**config.mk**
```make
export PLATFORM = sky130hd
export DESIGN_NAME = ysyx_040729_exe_mdu_ctrl
export DESIGN_NICKNAME = d
export VERILOG_FILES = /design/src/rtl/ysyx_040729_exe_mdu_ctrl_pkg.sv /design/src/rtl/ysyx_040729_exe_mdu_fixup.sv /design/src/rtl/ysyx_040729_exe_mdu_ctrl.sv
export SDC_FILE = /design/constraint.sdc
export NUM_CORES = 1
export LEC_CHECK = 0
export CAP_MARGIN = 40
export CORE_AREA = 2 2 231 233
export CTS_CLUSTER_SIZE = 24
export DETAILED_ROUTE_END_ITERATION = 10
export DIE_AREA = 0 0 233 235
export PLACE_DENSITY = 0.7
export SKIP_LAST_GASP = 1
export SLEW_MARGIN = 20
export SYNTH_ARGS = -nofsm -noshare
export SYNTH_HDL_FRONTEND = slang
export SYNTH_SLANG_ARGS = --single-unit
export TNS_END_PERCENT = 30
```
**constraint.sdc**
```tcl
create_clock -name clock -period 6.67 [get_ports clock]
set_input_delay 1.334 -clock clock [delete_from_list [all_inputs] [get_ports clock]]
set_output_delay 1.334 -clock clock [all_outputs]
set_load 0.05 [all_outputs]
```
**src/rtl/ysyx_040729_exe_mdu_ctrl_pkg.sv**
```systemverilog
// Shared definitions for the EXE-stage multiply/divide sequencer.
package ysyx_040729_exe_mdu_ctrl_pkg;

    // Sequencer states
    typedef enum logic [2:0] {
        ST_IDLE      = 3'd0,
        ST_MUL_ISSUE = 3'd1,
        ST_MUL_WAIT  = 3'd2,
        ST_DIV_ISSUE = 3'd3,
        ST_DIV_WAIT  = 3'd4,
        ST_DONE      = 3'd5
    } mdu_state_e;

    // RV64M func3 encodings
    localparam logic [2:0] F3_MUL    = 3'b000;
    localparam logic [2:0] F3_MULH   = 3'b001;
    localparam logic [2:0] F3_MULHSU = 3'b010;
    localparam logic [2:0] F3_MULHU  = 3'b011;
    localparam logic [2:0] F3_DIV    = 3'b100;
    localparam logic [2:0] F3_DIVU   = 3'b101;
    localparam logic [2:0] F3_REM    = 3'b110;
    localparam logic [2:0] F3_REMU   = 3'b111;

endpackage

```
**src/rtl/ysyx_040729_exe_mdu_fixup.sv**
```systemverilog
// Combinational operand preparation, divide special-case detection and
// result fix-up for the multiply/divide sequencer.
module ysyx_040729_exe_mdu_fixup
    import ysyx_040729_exe_mdu_ctrl_pkg::*;
#(
    parameter int unsigned DATA_WIDTH = 64
) (
    input  logic [2:0]              req_func3,
    input  logic                    req_word,
    input  logic [DATA_WIDTH-1:0]   req_src1,
    input  logic [DATA_WIDTH-1:0]   req_src2,
    output logic [DATA_WIDTH-1:0]   prep_a_c,
    output logic [DATA_WIDTH-1:0]   prep_b_c,
    output logic [1:0]              mul_signed_c,
    output logic                    neg_q_c,
    output logic                    neg_r_c,
    output logic                    special_c,
    output logic [DATA_WIDTH-1:0]   special_data_c,
    input  logic [2:0]              op_func3,
    input  logic                    op_word,
    input  logic                    op_neg_q,
    input  logic                    op_neg_r,
    input  logic [2*DATA_WIDTH-1:0] mul_result,
    input  logic [DATA_WIDTH-1:0]   div_quo,
    input  logic [DATA_WIDTH-1:0]   div_rem,
    output logic [DATA_WIDTH-1:0]   fix_data_c
);

    localparam int unsigned HW = DATA_WIDTH / 2;
    localparam logic [DATA_WIDTH-1:0] MIN_FULL = {1'b1, {(DATA_WIDTH-1){1'b0}}};
    localparam logic [HW-1:0]         MIN_HALF = {1'b1, {(HW-1){1'b0}}};

    function automatic logic [DATA_WIDTH-1:0] sext_half(input logic [DATA_WIDTH-1:0] v);
        return {{HW{v[HW-1]}}, v[HW-1:0]};
    endfunction

    logic [DATA_WIDTH-1:0] a_ext;
    logic [DATA_WIDTH-1:0] b_ext;
    logic                  ext_signed;
    logic                  div_signed;
    logic                  a_neg;
    logic                  b_neg;
    logic                  div_zero;
    logic                  overflow;
    logic [DATA_WIDTH-1:0] spec_raw;

    // Request-side prep: W extension, magnitudes, special cases
    always_comb begin
        ext_signed = !(req_func3[2] && req_func3[0]);
        a_ext      = req_src1;
        b_ext      = req_src2;
        if (req_word) begin
            a_ext = ext_signed ? {{HW{req_src1[HW-1]}}, req_src1[HW-1:0]}
                               : {{HW{1'b0}}, req_src1[HW-1:0]};
            b_ext = ext_signed ? {{HW{req_src2[HW-1]}}, req_src2[HW-1:0]}
                               : {{HW{1'b0}}, req_src2[HW-1:0]};
        end

        div_signed = req_func3[2] && !req_func3[0];
        a_neg      = div_signed && a_ext[DATA_WIDTH-1];
        b_neg      = div_signed && b_ext[DATA_WIDTH-1];
        neg_q_c    = a_neg ^ b_neg;
        neg_r_c    = a_neg;

        if (req_func3[2]) begin
            prep_a_c = a_neg ? -a_ext : a_ext;
            prep_b_c = b_neg ? -b_ext : b_ext;
        end else begin
            prep_a_c = a_ext;
            prep_b_c = b_ext;
        end

        unique case (req_func3)
            F3_MUL, F3_MULH: mul_signed_c = 2'b11;
            F3_MULHSU:       mul_signed_c = 2'b10;
            default:         mul_signed_c = 2'b00;
        endcase

        div_zero = (b_ext == '0);
        if (req_word) begin
            overflow = div_signed && (a_ext[HW-1:0] == MIN_HALF) && (b_ext[HW-1:0] == '1);
        end else begin
            overflow = div_signed && (a_ext == MIN_FULL) && (b_ext == '1);
        end
        special_c = req_func3[2] && (div_zero || overflow);

        if (div_zero) begin
            spec_raw = req_func3[1] ? a_ext : '1;
        end else begin
            spec_raw = req_func3[1] ? '0 : a_ext;
        end
        special_data_c = req_word ? sext_half(spec_raw) : spec_raw;
    end

    logic [DATA_WIDTH-1:0] mul_sel;
    logic [DATA_WIDTH-1:0] quo_fix;
    logic [DATA_WIDTH-1:0] rem_fix;
    logic [DATA_WIDTH-1:0] raw_res;

    // Unit-side fix-up: half select, sign restore, W sign-extension
    always_comb begin
        mul_sel    = (op_func3 == F3_MUL) ? mul_result[DATA_WIDTH-1:0]
                                          : mul_result[2*DATA_WIDTH-1:DATA_WIDTH];
        quo_fix    = op_neg_q ? -div_quo : div_quo;
        rem_fix    = op_neg_r ? -div_rem : div_rem;
        raw_res    = op_func3[2] ? (op_func3[1] ? rem_fix : quo_fix) : mul_sel;
        fix_data_c = op_word ? sext_half(raw_res) : raw_res;
    end

endmodule

```
**src/rtl/ysyx_040729_exe_mdu_ctrl.sv**
```systemverilog
// Sequencer between EXE and the shared iterative multiplier/divider.
module ysyx_040729_exe_mdu_ctrl
    import ysyx_040729_exe_mdu_ctrl_pkg::*;
#(
    parameter int unsigned DATA_WIDTH = 64
) (
    input  logic                    clock,
    input  logic                    reset,
    input  logic                    req_valid,
    output logic                    req_ready,
    input  logic [2:0]              req_func3,
    input  logic                    req_word,
    input  logic [DATA_WIDTH-1:0]   req_src1,
    input  logic [DATA_WIDTH-1:0]   req_src2,
    input  logic                    flush,
    output logic                    resp_valid,
    input  logic                    resp_ready,
    output logic [DATA_WIDTH-1:0]   resp_data,
    output logic [DATA_WIDTH-1:0]   unit_a,
    output logic [DATA_WIDTH-1:0]   unit_b,
    output logic                    unit_word,
    output logic                    unit_flush,
    output logic                    mul_valid,
    output logic [1:0]              mul_signed,
    input  logic                    mul_ready,
    input  logic                    mul_out_valid,
    input  logic [2*DATA_WIDTH-1:0] mul_result,
    output logic                    div_valid,
    input  logic                    div_ready,
    input  logic                    div_out_valid,
    input  logic [DATA_WIDTH-1:0]   div_quo,
    input  logic [DATA_WIDTH-1:0]   div_rem
);

    mdu_state_e state_q;
    mdu_state_e state_d;

    logic [2:0]            func3_q;
    logic                  word_q;
    logic                  neg_q_q;
    logic                  neg_r_q;
    logic [DATA_WIDTH-1:0] prep_a_c;
    logic [DATA_WIDTH-1:0] prep_b_c;
    logic [1:0]            mul_signed_c;
    logic                  neg_q_c;
    logic                  neg_r_c;
    logic                  special_c;
    logic [DATA_WIDTH-1:0] special_data_c;
    logic [DATA_WIDTH-1:0] fix_data_c;
    logic                  accept_c;
    logic                  complete_c;

    ysyx_040729_exe_mdu_fixup #(.DATA_WIDTH(DATA_WIDTH)) u_fixup (
        .req_func3      (req_func3),
        .req_word       (req_word),
        .req_src1       (req_src1),
        .req_src2       (req_src2),
        .prep_a_c       (prep_a_c),
        .prep_b_c       (prep_b_c),
        .mul_signed_c   (mul_signed_c),
        .neg_q_c        (neg_q_c),
        .neg_r_c        (neg_r_c),
        .special_c      (special_c),
        .special_data_c (special_data_c),
        .op_func3       (func3_q),
        .op_word        (word_q),
        .op_neg_q       (neg_q_q),
        .op_neg_r       (neg_r_q),
        .mul_result     (mul_result),
        .div_quo        (div_quo),
        .div_rem        (div_rem),
        .fix_data_c     (fix_data_c)
    );

    assign accept_c   = req_valid && req_ready;
    assign complete_c = !flush && (((state_q == ST_MUL_WAIT) && mul_out_valid) ||
                                   ((state_q == ST_DIV_WAIT) && div_out_valid));

    // State register
    always_ff @(posedge clock or posedge reset) begin
        if (reset) begin
            state_q <= ST_IDLE;
        end else begin
            state_q <= state_d;
        end
    end

    // Next-state logic; flush overrides every other transition
    always_comb begin
        state_d = state_q;
        unique case (state_q)
            ST_IDLE: begin
                if (req_valid) begin
                    if (!req_func3[2])  state_d = ST_MUL_ISSUE;
                    else if (special_c) state_d = ST_DONE;
                    else                state_d = ST_DIV_ISSUE;
                end
            end
            ST_MUL_ISSUE: if (mul_ready)     state_d = ST_MUL_WAIT;
            ST_MUL_WAIT:  if (mul_out_valid) state_d = ST_DONE;
            ST_DIV_ISSUE: if (div_ready)     state_d = ST_DIV_WAIT;
            ST_DIV_WAIT:  if (div_out_valid) state_d = ST_DONE;
            ST_DONE:      if (resp_ready)    state_d = ST_IDLE;
            default:                         state_d = ST_IDLE;
        endcase
        if (flush) begin
            state_d = ST_IDLE;
        end
    end

    // Handshake outputs decoded from state, suppressed by flush
    always_comb begin
        req_ready  = 1'b0;
        mul_valid  = 1'b0;
        div_valid  = 1'b0;
        resp_valid = 1'b0;
        unit_flush = 1'b0;
        unique case (state_q)
            ST_IDLE:      req_ready = !flush;
            ST_MUL_ISSUE: begin
                mul_valid  = !flush;
                unit_flush = flush;
            end
            ST_MUL_WAIT:  unit_flush = flush;
            ST_DIV_ISSUE: begin
                div_valid  = !flush;
                unit_flush = flush;
            end
            ST_DIV_WAIT:  unit_flush = flush;
            ST_DONE:      resp_valid = !flush;
            default:      req_ready = 1'b0;
        endcase
    end

    // Operand latch at accept and result capture at completion
    always_ff @(posedge clock or posedge reset) begin
        if (reset) begin
            func3_q    <= 3'd0;
            word_q     <= 1'b0;
            neg_q_q    <= 1'b0;
            neg_r_q    <= 1'b0;
            unit_a     <= '0;
            unit_b     <= '0;
            unit_word  <= 1'b0;
            mul_signed <= 2'b00;
            resp_data  <= '0;
        end else if (accept_c) begin
            func3_q    <= req_func3;
            word_q     <= req_word;
            neg_q_q    <= neg_q_c;
            neg_r_q    <= neg_r_c;
            unit_a     <= prep_a_c;
            unit_b     <= prep_b_c;
            unit_word  <= req_word;
            mul_signed <= mul_signed_c;
            if (special_c) begin
                resp_data <= special_data_c;
            end
        end else if (complete_c) begin
            resp_data <= fix_data_c;
        end
    end

endmodule

```
* After elaboration in Yosys (flattened, before gate mapping)
Index checks and enable logic that the tools add are counted.
** Cells by class
- Bitwise gates (word level) :: 1
- Equality and inequality tests :: 18
- Mux-type cells :: 38
- Add/subtract/negate cells :: 4
- Reductions and logical operators :: 26
** Operators with widths (number)
- $mux W64 :: 21
- $neg A64 Y64 :: 4
- $eq A64 B64 Y1 const B :: 2
- $eq A32 B32 Y1 const B :: 2
- $logic_not A64 Y1 :: 1
- $mux W3 :: 9
- $ne A3 B3 Y1 const B :: 6
- $pmux W3 S6 :: 1
- $logic_and A1 B1 Y1 :: 13
- $eq A3 B2 Y1 const B :: 3
- $logic_not A3 Y1 :: 3
- $eq A3 B1 Y1 const B :: 2
- $eq A3 B3 Y1 const B :: 2
- $mux W1 :: 6
- $reduce_and A6 Y1 :: 1
- $pmux W2 S2 :: 1
- $reduce_or A4 Y1 :: 1
- $logic_not A1 Y1 :: 2
- $logic_or A1 B1 Y1 :: 2
- $ne A2 B2 Y1 const B :: 1
- $reduce_and A2 Y1 :: 1
- $reduce_bool A2 Y1 :: 1
- $reduce_or A2 Y1 :: 1
- $xor A1 B1 Y1 :: 1
** Word-level totals
- Register bits after elaboration :: 203
- Word-level logic and storage cells :: 96
- Output and inout bits :: 200

* Longest topological paths before layout
- Word-level depth :: 14
- Depth in mapped cells :: 14
- Mapped depth without buffers :: 10

* Modules after synthesis
A second synthesis with hierarchy kept.
** Second synthesis, totals
- Cell total of the unflattened synthesis :: 2171
- Area, all modules :: 17516.8 um^2
** By module, submodules not included
- ysyx_040729_exe_mdu_fixup :: instances 1, cells each 1561, seq. area each 0.0 um^2, area an instance 9462.8 um^2
- ysyx_040729_exe_mdu_ctrl :: instances 1, cells each 610, seq. area each 5079.9 um^2, area an instance 8054.0 um^2

* Worst setup path before layout
Ideal clock, no wire load.
- Path kind :: input-to-reg
- Start point :: in div_quo[11]
- End point :: reg resp_data[63]
- Data required time :: 6.603 ns
- Library setup time :: 0.067 ns
- Stages on the path :: 10
- Data arrival time :: 4.516 ns
- Slack :: 2.087 ns
- Cell sequence :: or4_4 > or4_4 > buf_6 > or4_4 > or4_1 > clkbuf_2 > o311a_1 > a211oi_1 > a21boi_2 > o32a_1
** Between the ends
- Cells in the longest elaborated chain, start to end :: 7
** RTL lines
- from (decl) :: RTL line ysyx_040729_exe_mdu_ctrl.sv:31 : input logic [DATA_WIDTH-1:0] div_quo,
- $neg A64 Y64 :: RTL line ysyx_040729_exe_mdu_fixup.sv:104 : quo_fix = op_neg_q ? -div_quo : div_quo;
- $mux W64 :: RTL line ysyx_040729_exe_mdu_fixup.sv:104
- $mux W64 (2 in series) :: RTL line ysyx_040729_exe_mdu_fixup.sv:106 : raw_res = op_func3[2] ? (op_func3[1] ? rem_fix : quo_fix) : mul_sel;
- $mux W64 :: RTL line ysyx_040729_exe_mdu_fixup.sv:107 : fix_data_c = op_word ? sext_half(raw_res) : raw_res;
- $mux W64 :: RTL line ysyx_040729_exe_mdu_ctrl.sv:159 : end else if (complete_c) begin
- $mux W64 :: RTL line ysyx_040729_exe_mdu_ctrl.sv:147 : end else if (accept_c) begin
- to (signal assigned) :: RTL line ysyx_040729_exe_mdu_ctrl.sv:157 : resp_data <= special_data_c;
- to (signal assigned) :: RTL line ysyx_040729_exe_mdu_ctrl.sv:160 : resp_data <= fix_data_c;
- to (decl) :: RTL line ysyx_040729_exe_mdu_ctrl.sv:18 : output logic [DATA_WIDTH-1:0] resp_data,
No other way between the ends. The select of a mux whose other input is x is not followed.
A chain may end at the register's enable or synchronous reset.

* Worst setup path after layout
- Start point :: in req_src2[4]
- End point :: reg resp_data[21]
** Between the ends
- Cells in the longest elaborated chain, start to end :: 9
** RTL lines
- from (decl) :: RTL line ysyx_040729_exe_mdu_ctrl.sv:14 : input logic [DATA_WIDTH-1:0] req_src2,
- $mux W64 :: RTL line ysyx_040729_exe_mdu_fixup.sv:55 : b_ext = ext_signed ? {{HW{req_src2[HW-1]}}, req_src2[HW-1:0]}
- $mux W64 (*) :: RTL line ysyx_040729_exe_mdu_fixup.sv:52 : if (req_word) begin
- $eq A64 B64 Y1 or $eq A32 B32 Y1 (tied branches) :: RTL line ysyx_040729_exe_mdu_fixup.sv:83, ysyx_040729_exe_mdu_fixup.sv:81
- $logic_and A1 B1 Y1, on equally long branches :: RTL line ysyx_040729_exe_mdu_fixup.sv:83, ysyx_040729_exe_mdu_fixup.sv:81
- $mux W1 :: RTL line ysyx_040729_exe_mdu_fixup.sv:80 : if (req_word) begin
- $logic_or A1 B1 Y1 :: RTL line ysyx_040729_exe_mdu_fixup.sv:85 : special_c = req_func3[2] && (div_zero || overflow);
- $logic_and A1 B1 Y1 :: RTL line ysyx_040729_exe_mdu_fixup.sv:85
- $ne A2 B2 Y1 (no source line)
- $reduce_and A2 Y1 (no source line)
Every way passes the cells marked *; elsewhere a longest branch is shown, timed or not. The select of a mux whose other input is x is not followed.

==> impl_metrics.toml <==
[critical_path]
cp_max_fo = 24
cp-start-kind = "primary input"
crit_required_ns = 7.15
endpoint_kind = "flip-flop"
path_delay_family = "simple AND/OR/NAND/NOR gates"
slowest_stage = "or4_1"
cp_num_buf_inv = 4
max_stage_delay_ns = 0.75
path_cells = "clkdlybuf4s50_1 -> or3_1 -> or4_1 -> or3_1 -> nor4b_2 -> buf_4 -> a311oi_1 -> clkbuf_2 -> o21a_1 -> buf_4 -> a311oi_1 -> a21o_1"
critical_path_arrival_ns = 5.54
critPathKind = "in2reg"

[sta]
grt_setup_unrepaired = "false"
hold_viol = 0
tightest_slew_ns = 0.8849
period_minus_slack_ns = 5.061
tns_ns = 0
holdWs_ns = 0.4787
finalClockSkew_ns = 0.01067
maxSlewViolCount = 0
fin_crit_sh_pct = 75.88
final-setup-viol-count = 0
slew_headroom_pct = 41.01
max_freq_ghz = 0.1976

[floorplan]
dieArea_um2 = 54760
rows = 84
die_y_um = 235
start_util_pct = 33.69
io_pins = 597
die_w_um = 233
core_um2 = 52240

[pwr]
p_switching_mw = 5.571
p_per_area_nw_per_um2 = 418.0
comb_power_share_pct = 64.3
netSwitchingFraction_pct = 53.17
p_seq_share_pct = 21.6
p_int_mw = 4.907
total_leakage_power_nw = 9.088
vdd_drop_max_mv = 0.2712
power.share.clock_pct = 14.1

[routing]
ant_nets = 0
wl_um = 91140
wl_per_cell_um = 25.75
vias = 21180
first_pass_iters = 6
drt_iter0_markers = 2665
drcViolationCount = 0
routed_via_density = 5.982

[cts]
clk_latency_ns = 0.53
tritoncts = "done"
path_clk_slew_ns = 0.06
root_buffer = "clkbuf_16"
cts_resized = 0
cts_hold_buf = 0
h-tree-depth = 1
clkSinkCount = 203
post-cts-setup-buffers = 0
cts_buffer_depth = 3
numCtsBuffers = 25

[global_routing]
first_global_vias = 19840
grt_max_degree = 105
antenna_found_initial = 11
grt-ovfl-total = 0
grt_pass1_wl_um = 131500
grtUsageTotal_pct = 31.77

[synth]
synthSimpleGateAreaFrac_pct = 23.32
synth_top_family_by_area = "compound AO/OA/AOI/OAI gates"
ys_dominant_reg_cell = "dfrtp_1"
syn_area_um2 = 17600
ys_warn_count = 0
synth_nets = 2732
synth_edf_count = 0
avgSynthCellArea_um2 = 7.552
yosysSeqAreaShare_pct = 28.87
synth-adder-area-share_pct = 1.891
synth_xor_area_share_pct = 9.955
synth_cell_types = 83
synth_compound_area_share_pct = 27.77
synth_seq_cells = 203
synthCells = 2330
synthArstFlopShare_pct = 100.0
synth_mux_area_share_pct = 3.399

[layout]
post-route-util_pct = 47.99
fin_nets = 3226
synthToLayoutAreaGrowth_pct = 42.47
drive_gt1_share_pct = 5.735
nFillCells = 5077

[hold_path]
hp-class = "reg2reg"

[placement]
port_buffers = 596
gp_congestion = 1.049
place_hpwl_um = 71860

[job]
maxCapViolCount = 0

[status]
status = "finished, final reports clean"
[registers in the layout, indices dropped and copies added, names as in the netlist]
| register | cells |
|---|---|
| mul_signed | 2 |
| word_q | 1 |
| neg_r_q | 1 |
| neg_q_q | 1 |
| unit_a | 64 |
| resp_data | 64 |
| func3_q | 3 |
| state_q | 3 |
| unit_b | 64 |
[synthesized netlist by cell type (10+ instances only)]
| cell type | number | area share [%] |
|---|---|---|
| nand2b_1 | 14 | 0.50 |
| maj3_1 | 27 | 1.5 |
| o41ai_1 | 24 | 1.2 |
| a211oi_1 | 36 | 1.5 |
| o211ai_1 | 29 | 1.2 |
| o31ai_1 | 49 | 2.1 |
| a21oi_1 | 203 | 5.8 |
| a31oi_1 | 32 | 1.1 |
| o21ai_0 | 261 | 7.4 |
| xor2_1 | 110 | 5.5 |
| mux2_2 | 30 | 1.9 |
| nor4_1 | 58 | 2.1 |
| inv_1 | 19 | 0.41 |
| a21o_1 | 12 | 0.51 |
| or3_1 | 33 | 1.2 |
| or4_1 | 34 | 1.5 |
| o32a_1 | 20 | 1.1 |
| nor3_1 | 68 | 1.9 |
| nand3_1 | 34 | 0.97 |
| mux2i_1 | 26 | 1.5 |
| dfrtp_1 | 203 | 29 |
| xnor2_1 | 90 | 4.5 |
| nand4_1 | 24 | 0.85 |
| or2_2 | 11 | 0.39 |
| nor2_1 | 204 | 4.4 |
| nand2_1 | 286 | 6.1 |
| o22ai_1 | 19 | 0.68 |
| clkbuf_1 | 157 | 3.3 |
| nor2b_1 | 39 | 1.4 |
| o221ai_1 | 17 | 0.85 |
| buf_1 | 10 | 0.21 |
[worst reg2reg max path, cell delays in order (launching register included)]
cell     delay, ns
dfrtp_2       0.62
buf_4         0.51
and2_2        0.68
nand2_1       0.54
o22ai_1       0.32
a311o_1       0.16
nor3_1        0.07
a31oi_1       0.37
o21ai_0       0.15
[layer usage]
layer	up-vias	wire, um	track usage (%)
met5	-	14	0
met4	2	3352	10.79
met3	171	9844	6.978
met2	1374	39710	48.41
met1	10030	38220	44.19
li1	9597	-	-
[layout make-up]
type / count / area, um2 / area share (%)
diodes: 10 / 25.02 / 0.09983
multi-input cells: 1926 / 11720 / 46.76
inverters: 21 / 82.58 / 0.3294
repair buffers: 647 / 6416 / 25.60
flip-flops and latches: 203 / 5081 / 20.27
clock inverters: 14 / 201.4 / 0.8036
well taps: 688 / 860.8 / 3.434
clock buffers: 31 / 678.2 / 2.705
[cell usage in the layout, fill, tap and decap left out, types with 14 or more instances in the layout]
master           instances
nor2b_1                 37
nand2_1                285
nor3_1                  68
clkbuf_16               25
maj3_1                  27
o41ai_1                 24
nand4_1                 24
a31oi_1                 32
a21oi_1                203
nand2b_1                14
a211oi_1                36
o221ai_1                17
or3_1                   33
or4_1                   34
o22ai_1                 19
xnor2_1                 90
nand3_1                 34
o31ai_1                 49
mux2i_1                 26
nor2_1                 202
xor2_1                 110
nor4_1                  57
mux2_2                  30
buf_4                   42
inv_1                   18
dfrtp_1                202
o211ai_1                29
o21ai_0                261
clkdlybuf4s50_1        595
o32a_1                  20
[logic make-up after synthesis]
logic type / after synthesis
AND/OR/NAND/NOR: 852
multiplexers: 56
AO/OA/AOI/OAI: 786
adder cells (fa/ha/maj): 32
XOR/XNOR: 200
buffers and inverters: 201
flip-flops: 203
[power by group through the flow]
stage / Sequential, mW / Combinational (mW) / Clock [mW]
floorplan: 4.16 / 2.02 / 0
global placement: 2.26 / 6.60 / 0
detailed placement: 2.27 / 6.65 / 0
CTS: 2.26 / 6.68 / 1.51
global route: 2.33 / 7.02 / 1.56
finish: 2.27 / 6.73 / 1.48
[stage by stage]
| stage | power, mW | area [um2] | worst slack, ns | std cells |
|---|---|---|---|---|
| after floorplan | 6.179 | 17600 | 2.087 | 2330 |
| after global placement | 8.857 | 24060 | 1.226 | 3477 |
| after detailed placement | 8.919 | 24120 | 1.150 | 3482 |
| after CTS | 10.44 | 25000 | 1.712 | 3527 |
| after global routing | 10.90 | 25060 | 1.298 | 3538 |
| final | 10.48 | 25070 | 1.609 | 3540 |
[path summary, 6_finish.rpt]
check,slack [ns],depth (start not counted),endpoint,from
setup / recovery,1.61,12,resp_data[21]$_DFFE_PP0P_,req_src2[4]
hold / removal,0.48,1,resp_data[12]$_DFFE_PP0P_,resp_data[12]$_DFFE_PP0P_
setup reg to reg,3.14,8,resp_data[59]$_DFFE_PP0P_,func3_q[2]$_DFFE_PP0P_
hold reg to reg,0.48,1,resp_data[12]$_DFFE_PP0P_,resp_data[12]$_DFFE_PP0P_
max in group asynchronous,4.64,3,unit_a[19]$_DFFE_PP0P_,reset
min in group asynchronous,1.18,2,unit_b[8]$_DFFE_PP0P_,reset
Note: power is estimated with default switching activity, not from simulation.
